File: src/rtl/div_arbiter.sv
// div_arbiter: round-robin sequencer sharing one iterative RV32M divider among NUM_REQ requesters.
// Define DIV_ARB_REUSE_EN to add a one-entry result cache that answers repeated operands without the divider.
module div_arbiter #(
    parameter int unsigned NUM_REQ = 2,
    parameter int unsigned TAG_W   = 4
) (
    input  logic                     clk_i,
    input  logic                     reset_i,
    input  logic                     stall_i,
    input  logic [NUM_REQ-1:0]       req_valid_i,
    output logic [NUM_REQ-1:0]       req_ready_o,
    input  logic [2*NUM_REQ-1:0]     req_op_i,
    input  logic [32*NUM_REQ-1:0]    req_a_i,
    input  logic [32*NUM_REQ-1:0]    req_b_i,
    input  logic [TAG_W*NUM_REQ-1:0] req_tag_i,
    output logic [NUM_REQ-1:0]       rsp_valid_o,
    input  logic [NUM_REQ-1:0]       rsp_ready_i,
    output logic [31:0]              rsp_data_o,
    output logic [TAG_W-1:0]         rsp_tag_o,
    output logic                     div_start_o,
    output logic                     div_sign_o,
    output logic                     div_stall_o,
    output logic [31:0]              div_dividend_o,
    output logic [31:0]              div_divider_o,
    input  logic [31:0]              div_quotient_i,
    input  logic [31:0]              div_remainder_i,
    input  logic                     div_valid_i
);
    localparam int unsigned IDX_W = (NUM_REQ > 1) ? $clog2(NUM_REQ) : 1;

    localparam logic [1:0] S_IDLE   = 2'd0;
    localparam logic [1:0] S_LAUNCH = 2'd1;
    localparam logic [1:0] S_WAIT   = 2'd2;
    localparam logic [1:0] S_RESP   = 2'd3;

    logic [1:0]         r_state, w_next;
    logic [IDX_W-1:0]   r_ptr, r_gnt, w_gnt, w_cand, w_owner;
    logic               w_found, w_grant, w_capture, w_hit;
    logic               r_sign, r_rem, r_start;
    logic [31:0]        r_a, r_b, r_data, w_hit_data;
    logic [TAG_W-1:0]   r_tag;
    logic [NUM_REQ-1:0] r_rsp_valid;

    logic [1:0]         w_op_arr  [NUM_REQ];
    logic [31:0]        w_a_arr   [NUM_REQ];
    logic [31:0]        w_b_arr   [NUM_REQ];
    logic [TAG_W-1:0]   w_tag_arr [NUM_REQ];
    logic [1:0]         w_sel_op;
    logic [31:0]        w_sel_a, w_sel_b;
    logic [TAG_W-1:0]   w_sel_tag;

    // Unpack the flat per-requester buses
    always_comb begin
        for (int unsigned i = 0; i < NUM_REQ; i++) begin
            w_op_arr[i]  = req_op_i[2*i +: 2];
            w_a_arr[i]   = req_a_i[32*i +: 32];
            w_b_arr[i]   = req_b_i[32*i +: 32];
            w_tag_arr[i] = req_tag_i[TAG_W*i +: TAG_W];
        end
    end

    // Round-robin scan starting at r_ptr, the index after the last grant
    always_comb begin
        w_found = 1'b0;
        w_gnt   = '0;
        w_cand  = '0;
        for (int unsigned i = 0; i < NUM_REQ; i++) begin
            w_cand = IDX_W'((32'(r_ptr) + i) % NUM_REQ);
            if (!w_found && req_valid_i[w_cand]) begin
                w_found = 1'b1;
                w_gnt   = w_cand;
            end
        end
    end

    assign w_sel_op  = w_op_arr[w_gnt];
    assign w_sel_a   = w_a_arr[w_gnt];
    assign w_sel_b   = w_b_arr[w_gnt];
    assign w_sel_tag = w_tag_arr[w_gnt];

`ifdef DIV_ARB_REUSE_EN
    logic        r_c_valid, r_c_sign;
    logic [31:0] r_c_a, r_c_b, r_c_q, r_c_r;

    assign w_hit = r_c_valid && (r_c_sign == ~w_sel_op[0]) &&
                   (r_c_a == w_sel_a) && (r_c_b == w_sel_b);
    assign w_hit_data = w_sel_op[1] ? r_c_r : r_c_q;

    // Remember the most recent divider completion, quotient and remainder both
    always_ff @(posedge clk_i or posedge reset_i) begin
        if (reset_i) begin
            r_c_valid <= 1'b0;
            r_c_sign  <= 1'b0;
            r_c_a     <= '0;
            r_c_b     <= '0;
            r_c_q     <= '0;
            r_c_r     <= '0;
        end else if (!stall_i && w_capture) begin
            r_c_valid <= 1'b1;
            r_c_sign  <= r_sign;
            r_c_a     <= r_a;
            r_c_b     <= r_b;
            r_c_q     <= div_quotient_i;
            r_c_r     <= div_remainder_i;
        end
    end
`else
    assign w_hit      = 1'b0;
    assign w_hit_data = '0;
`endif

    always_comb begin
        w_next    = r_state;
        w_grant   = 1'b0;
        w_capture = 1'b0;
        case (r_state)
            S_IDLE: begin
                if (w_found) begin
                    w_grant = 1'b1;
                    w_next  = w_hit ? S_RESP : S_LAUNCH;
                end
            end
            S_LAUNCH: w_next = S_WAIT;
            S_WAIT: begin
                if (div_valid_i) begin
                    w_capture = 1'b1;
                    w_next    = S_RESP;
                end
            end
            S_RESP: begin
                if (rsp_ready_i[r_gnt]) w_next = S_IDLE;
            end
            default: w_next = S_IDLE;
        endcase
    end

    assign w_owner     = w_grant ? w_gnt : r_gnt;
    assign req_ready_o = (w_grant && !stall_i && !reset_i) ? (NUM_REQ'(1) << w_gnt) : '0;

    always_ff @(posedge clk_i or posedge reset_i) begin
        if (reset_i) begin
            r_state     <= S_IDLE;
            r_ptr       <= '0;
            r_gnt       <= '0;
            r_sign      <= 1'b0;
            r_rem       <= 1'b0;
            r_a         <= '0;
            r_b         <= '0;
            r_tag       <= '0;
            r_data      <= '0;
            r_start     <= 1'b0;
            r_rsp_valid <= '0;
        end else if (!stall_i) begin
            r_state     <= w_next;
            r_start     <= (w_next == S_LAUNCH) || (w_next == S_WAIT);
            r_rsp_valid <= (w_next == S_RESP) ? (NUM_REQ'(1) << w_owner) : '0;
            if (w_grant) begin
                r_gnt  <= w_gnt;
                r_ptr  <= IDX_W'((32'(w_gnt) + 32'd1) % NUM_REQ);
                r_sign <= ~w_sel_op[0];
                r_rem  <= w_sel_op[1];
                r_a    <= w_sel_a;
                r_b    <= w_sel_b;
                r_tag  <= w_sel_tag;
                if (w_hit) r_data <= w_hit_data;
            end
            if (w_capture) r_data <= r_rem ? div_remainder_i : div_quotient_i;
        end
    end

    assign rsp_valid_o    = r_rsp_valid;
    assign rsp_data_o     = r_data;
    assign rsp_tag_o      = r_tag;
    assign div_start_o    = r_start;
    assign div_sign_o     = r_sign;
    assign div_stall_o    = stall_i;
    assign div_dividend_o = r_a;
    assign div_divider_o  = r_b;

endmodule

File: config.mk
export PLATFORM = sky130hd
export DESIGN_NAME = div_arbiter
export DESIGN_NICKNAME = d
export VERILOG_FILES = /design/src/rtl/div_arbiter.sv
export SDC_FILE = /design/constraint.sdc
export NUM_CORES = 1
export LEC_CHECK = 0
export BUFFER_PORTS_ARGS = -buffer_cell sky130_fd_sc_hd__clkbuf_2
export CORE_AREA = 2 2 123 125
export DETAILED_ROUTE_END_ITERATION = 10
export DIE_AREA = 0 0 125 127
export PLACE_DENSITY = 0.72
export SYNTH_ARGS = -nofsm -noshare
export SYNTH_HDL_FRONTEND = slang
export SYNTH_SLANG_ARGS = --single-unit
File: constraint.sdc
create_clock -name clk_i -period 5.19 [get_ports clk_i]
set_clock_uncertainty 0.1 [all_clocks]
set_input_delay 1.038 -clock clk_i [delete_from_list [all_inputs] [get_ports clk_i]]
set_output_delay 1.038 -clock clk_i [all_outputs]
set_load 0.005 [all_outputs]
-- After elaboration in Yosys (flattened, before gate mapping)
Index checks and enable logic that the tools add are counted.
W data, S select, Z words.
- mux-type cells: 34
- reduce and logical (&&, ||, !) cells: 10
- equal/unequal tests: 6
- magnitude comparators: 4
- shifts and indexed selects: 2
- add/subtract/negate cells: 2
- bitwise gates (word level): 3
- operators with widths (operator ; count):
    $mux W32 ; 7
    $mux W2 ; 8
    $mux W1 ; 15
    $mux W4 ; 3
    $eq A2 B2 Y1 const B ; 4
    $pmux W2 S4 ; 1
    $lt A1 B2 Y1 const B ; 3
    $eq A2 B1 Y1 const B ; 2
    $reduce_and A2 Y1 ; 2
    $shl A1 B1 Y2 const A ; 2
    $logic_and A1 B1 Y1 ; 3
    $logic_not A1 Y1 ; 3
    $add A1 B1 Y1 const B ; 2
    $ge A2 B2 Y1 const B ; 1
    $logic_not A2 Y1 ; 1
    $not A1 Y1 ; 2
    $not A1 Y2 ; 1
    $logic_or A1 B1 Y1 ; 1
- flip-flop bits (word level): 109
- logic and storage cells: 72
- output and inout bits: 107
- bits of input ports: 212

-- Depth between registers and ports, before layout
- depth after elaboration: 11
- depth in mapped cells: 9
- mapped depth without buffers: 6

-- Worst setup path after synthesis
OpenSTA, ideal clock, no wires.
- path kind: input to output
- from: in reset_i
- to: out req_ready_o[1]
- arrival time: 3738 ps
- stages on the path: 2
- required time: 4052 ps
- path slack: 314 ps
- path through: inv_1 > and3_1
- longest elaborated chain between the ends: 3
- RTL lines (item ; line ; RTL):
    start, declared ; 8 ; input logic reset_i,
    $logic_not A1 Y1 (no source line) ; -- ;
    $logic_and A1 B1 Y1 ; 138 ; assign req_ready_o = (w_grant && !stall_i && !reset_i) ? (NUM_REQ'(1) << w_gnt) : '0;
    $mux W2 ; 138 ;
    end, declared ; 11 ; output logic [NUM_REQ-1:0] req_ready_o,
Every way passes these cells.

-- Final worst setup path
- from: in stall_i
- to: out req_ready_o[1]
- longest elaborated chain between the ends: 4
- RTL lines (item ; line ; RTL):
    start, declared ; 9 ; input logic stall_i,
    $logic_not A1 Y1 ; -- ;
    $logic_and A1 B1 Y1 (2 in series) ; 138 ;
    $mux W2 ; 138 ;
Every way passes these cells.

==> results.md <==
- Drt pass-1 iters: 4
- Area grow syn2layout: 31.4%
- Avg Vias per Cell: 5.37
- Status: complete, no violations
- Synthesized Nets: 805
- Crit path max fanout: 13
- Vias in the first global route: 5,388
- Post-synth EDFFs: 0
- Die Width: 125 um
- HPWL Detailed: 12,300 um
- Remaining antenna violation count after routing: 0
- CORE AREA: 14,400 um2
- Fillers: 1,426
- Total grt overflow: 0
- Initial antenna violation count: 0
- Slew HR: 21.6%
- Kind of critical path: in -> out
- Maxcap violations: 0
- Htree depth: 3
- Pwr/cell area: 524 nW/um2
- Root Driver: clkbuf_16
- Layout net count: 1,074
- Cts bufs inserted: 9
- Number of port buffers: 318
- Initial core utilization: 39.4%
- Worst Path Arrival: 1940 ps
- GP Congestion: 0.863
- Hold Buf Count CTS: 0
- Global Route Usage Sum: 22.3%
- FMAX: 325 MHz
- Die area: 15,900 um2
- Diodes inserted: 0
- Max VDD drop: 0.000260 V
- #FFs+latches synth: 109
- Async S/R FF share, synth: 100%
- FF+latch area: 2730 um2
- Sequential-to-total area share from yosys stat: 48.0%
- Routed Wire Length: 17,900 um
- Ports: 319
- Clock-pin slew on the worst setup and hold paths: 70 ps
- Share of post-route cells with drive strength above 1: 40.3%
- Final-report setup violation count: 0
- CTS tree: done
- Synth Flop Type: dfrtp_1
- Pwr Total: 0.00391 W
- Static leakage: 3.55 nW
- Period minus WS final: 3080 ps
- 1st-iter DRT viols: 310
- Vias: 5,641
- Cell variety after synth: 35
- Setup Buffers After CTS: 0
- WL/cell: 17.0 um
- Min-delay worst type: reg -> reg
- Setup TNS: 0 ps
- Period Utilization, post-route: 59.3%
- Yosys warns: 0
- Setup crit end kind: output pin
- Hold Violations, Final: 0
- Startpoint types: input pin
- Rows: 44
- Chip Height: 127 um
- Final Util: 51.7%
- Max-slew violation count: 0
- Worst EP required: 4050 ps
- Multi-input gate area: 2530 um2
- # clock sinks: 109
- Global-route wire length before repair: 28,600 um
- Post-CTS resize count: 0
- Clk buf depth: 2
- Post-Syn Area: 5680 um2
- Clock Latency Late Sink: 350 ps
- RSZ-0062 raised after global routing: no
- Worst slew pin tran: 1180 ps
- Residual DRC count: 0
- Largest net degree at the start of global routing: 141
- Mapped Cells: 592
- Syn_area_per_cell: 9.59 um2
area by class of cell:
cell class,instances,area share (%)
flip-flops and latches,109,36.6
multi-input cells,414,33.9
repair buffers,325,22.0
well taps,184,3.09
clock buffers,10,3.07
clock inverters,6,1.16
inverters,2,0.134
path summary, 6_finish.rpt:
check / from / endpoint / slack [ps] / cells after the start
max: stall_i / req_ready_o[1] / 2110 / 5
min: rsp_valid_o[1] / rsp_valid_o[1] / 430 / 2
max reg2reg: r_state[1] / div_start_o / 2860 / 6
min reg2reg: rsp_valid_o[1] / rsp_valid_o[1] / 430 / 2
max in group asynchronous: reset_i / r_rem / 2980 / 3
min in group asynchronous: reset_i / div_dividend_o[12] / 600 / 2
flip-flops by register name (all words and copies together), names as in the netlist:
name,flops
rsp_tag_o,4
r_gnt,1
div_start_o,1
r_rem,1
rsp_data_o,32
div_dividend_o,32
r_ptr,1
r_state,2
rsp_valid_o,2
div_divider_o,32
div_sign_o,1
metal layers:
metal,up-vias,global-route usage (%),part of all wire [%]
met4,0,7.39,1.8
met5,-,0,0
li1,2706,-,-
met1,2659,27.4,40
met2,255,38.1,49
met3,21,6.11,8.6
logic make-up after synthesis:
logic type | count (synthesis) | synth area share [%]
AND/OR/NAND/NOR | 123 | 13.8
flip-flops | 109 | 48.0
adder cells (fa/ha/maj) | 1 | 0.220
AO/OA/AOI/OAI | 256 | 24.5
multiplexers | 34 | 6.02
buffers and inverters | 69 | 7.40
power breakdown:
part           switching (W)  leakage (nW)  internal (W)
Sequential          0.000320          1.23       0.00128
Clock               0.000316         0.153      0.000424
Combinational       0.000817          2.16      0.000757
through the flow:
step | hold slack [ps] | instances | instance area (um2) | worst slack, ps
2_1_floorplan | 376 | 592 | 5680 | 314
3_3_place_gp | 398 | 1034 | 7140 | 2120
3_5_place_dp | 415 | 1034 | 7140 | 2110
4_1_cts | 433 | 1050 | 7460 | 2110
5_1_grt | 448 | 1050 | 7460 | 2010
6_report | 429 | 1050 | 7460 | 2110
worst max-delay path, stage by stage:
cell	delay [ps]
clkbuf_2	190
or2_0	320
nor2_4	130
and3_1	150
clkbuf_2	110
Yosys cell counts, types with 5 or more instances:
master | n | area share (%)
dfrtp_1 | 109 | 48
a21oi_1 | 105 | 9.3
a31oi_1 | 69 | 7.6
nand3b_1 | 69 | 9.1
o21ai_0 | 63 | 5.6
nor2_1 | 35 | 2.3
mux2i_1 | 33 | 5.8
clkbuf_1 | 24 | 1.6
buf_2 | 15 | 1.3
buf_6 | 13 | 2.6
buf_4 | 12 | 1.6
o21ai_1 | 11 | 0.97
nand2_1 | 5 | 0.33
layout by cell type, fill, tap and decap left out, types with 2 or more instances in the layout:
master and instances:
nor2b_1 3, a31oi_1 69, nand2_1 5, clkbuf_2 318
nor3b_1 3, buf_4 7, mux2i_1 33, bufinv_16 2
o21ai_0 63, clkinv_2 2, clkbuf_16 9, a21oi_1 105
nand3b_1 69, o21ai_1 11, nor2_1 35, dfrtp_1 108
nor2_4 2
Power figures use the tool's default switching activity.
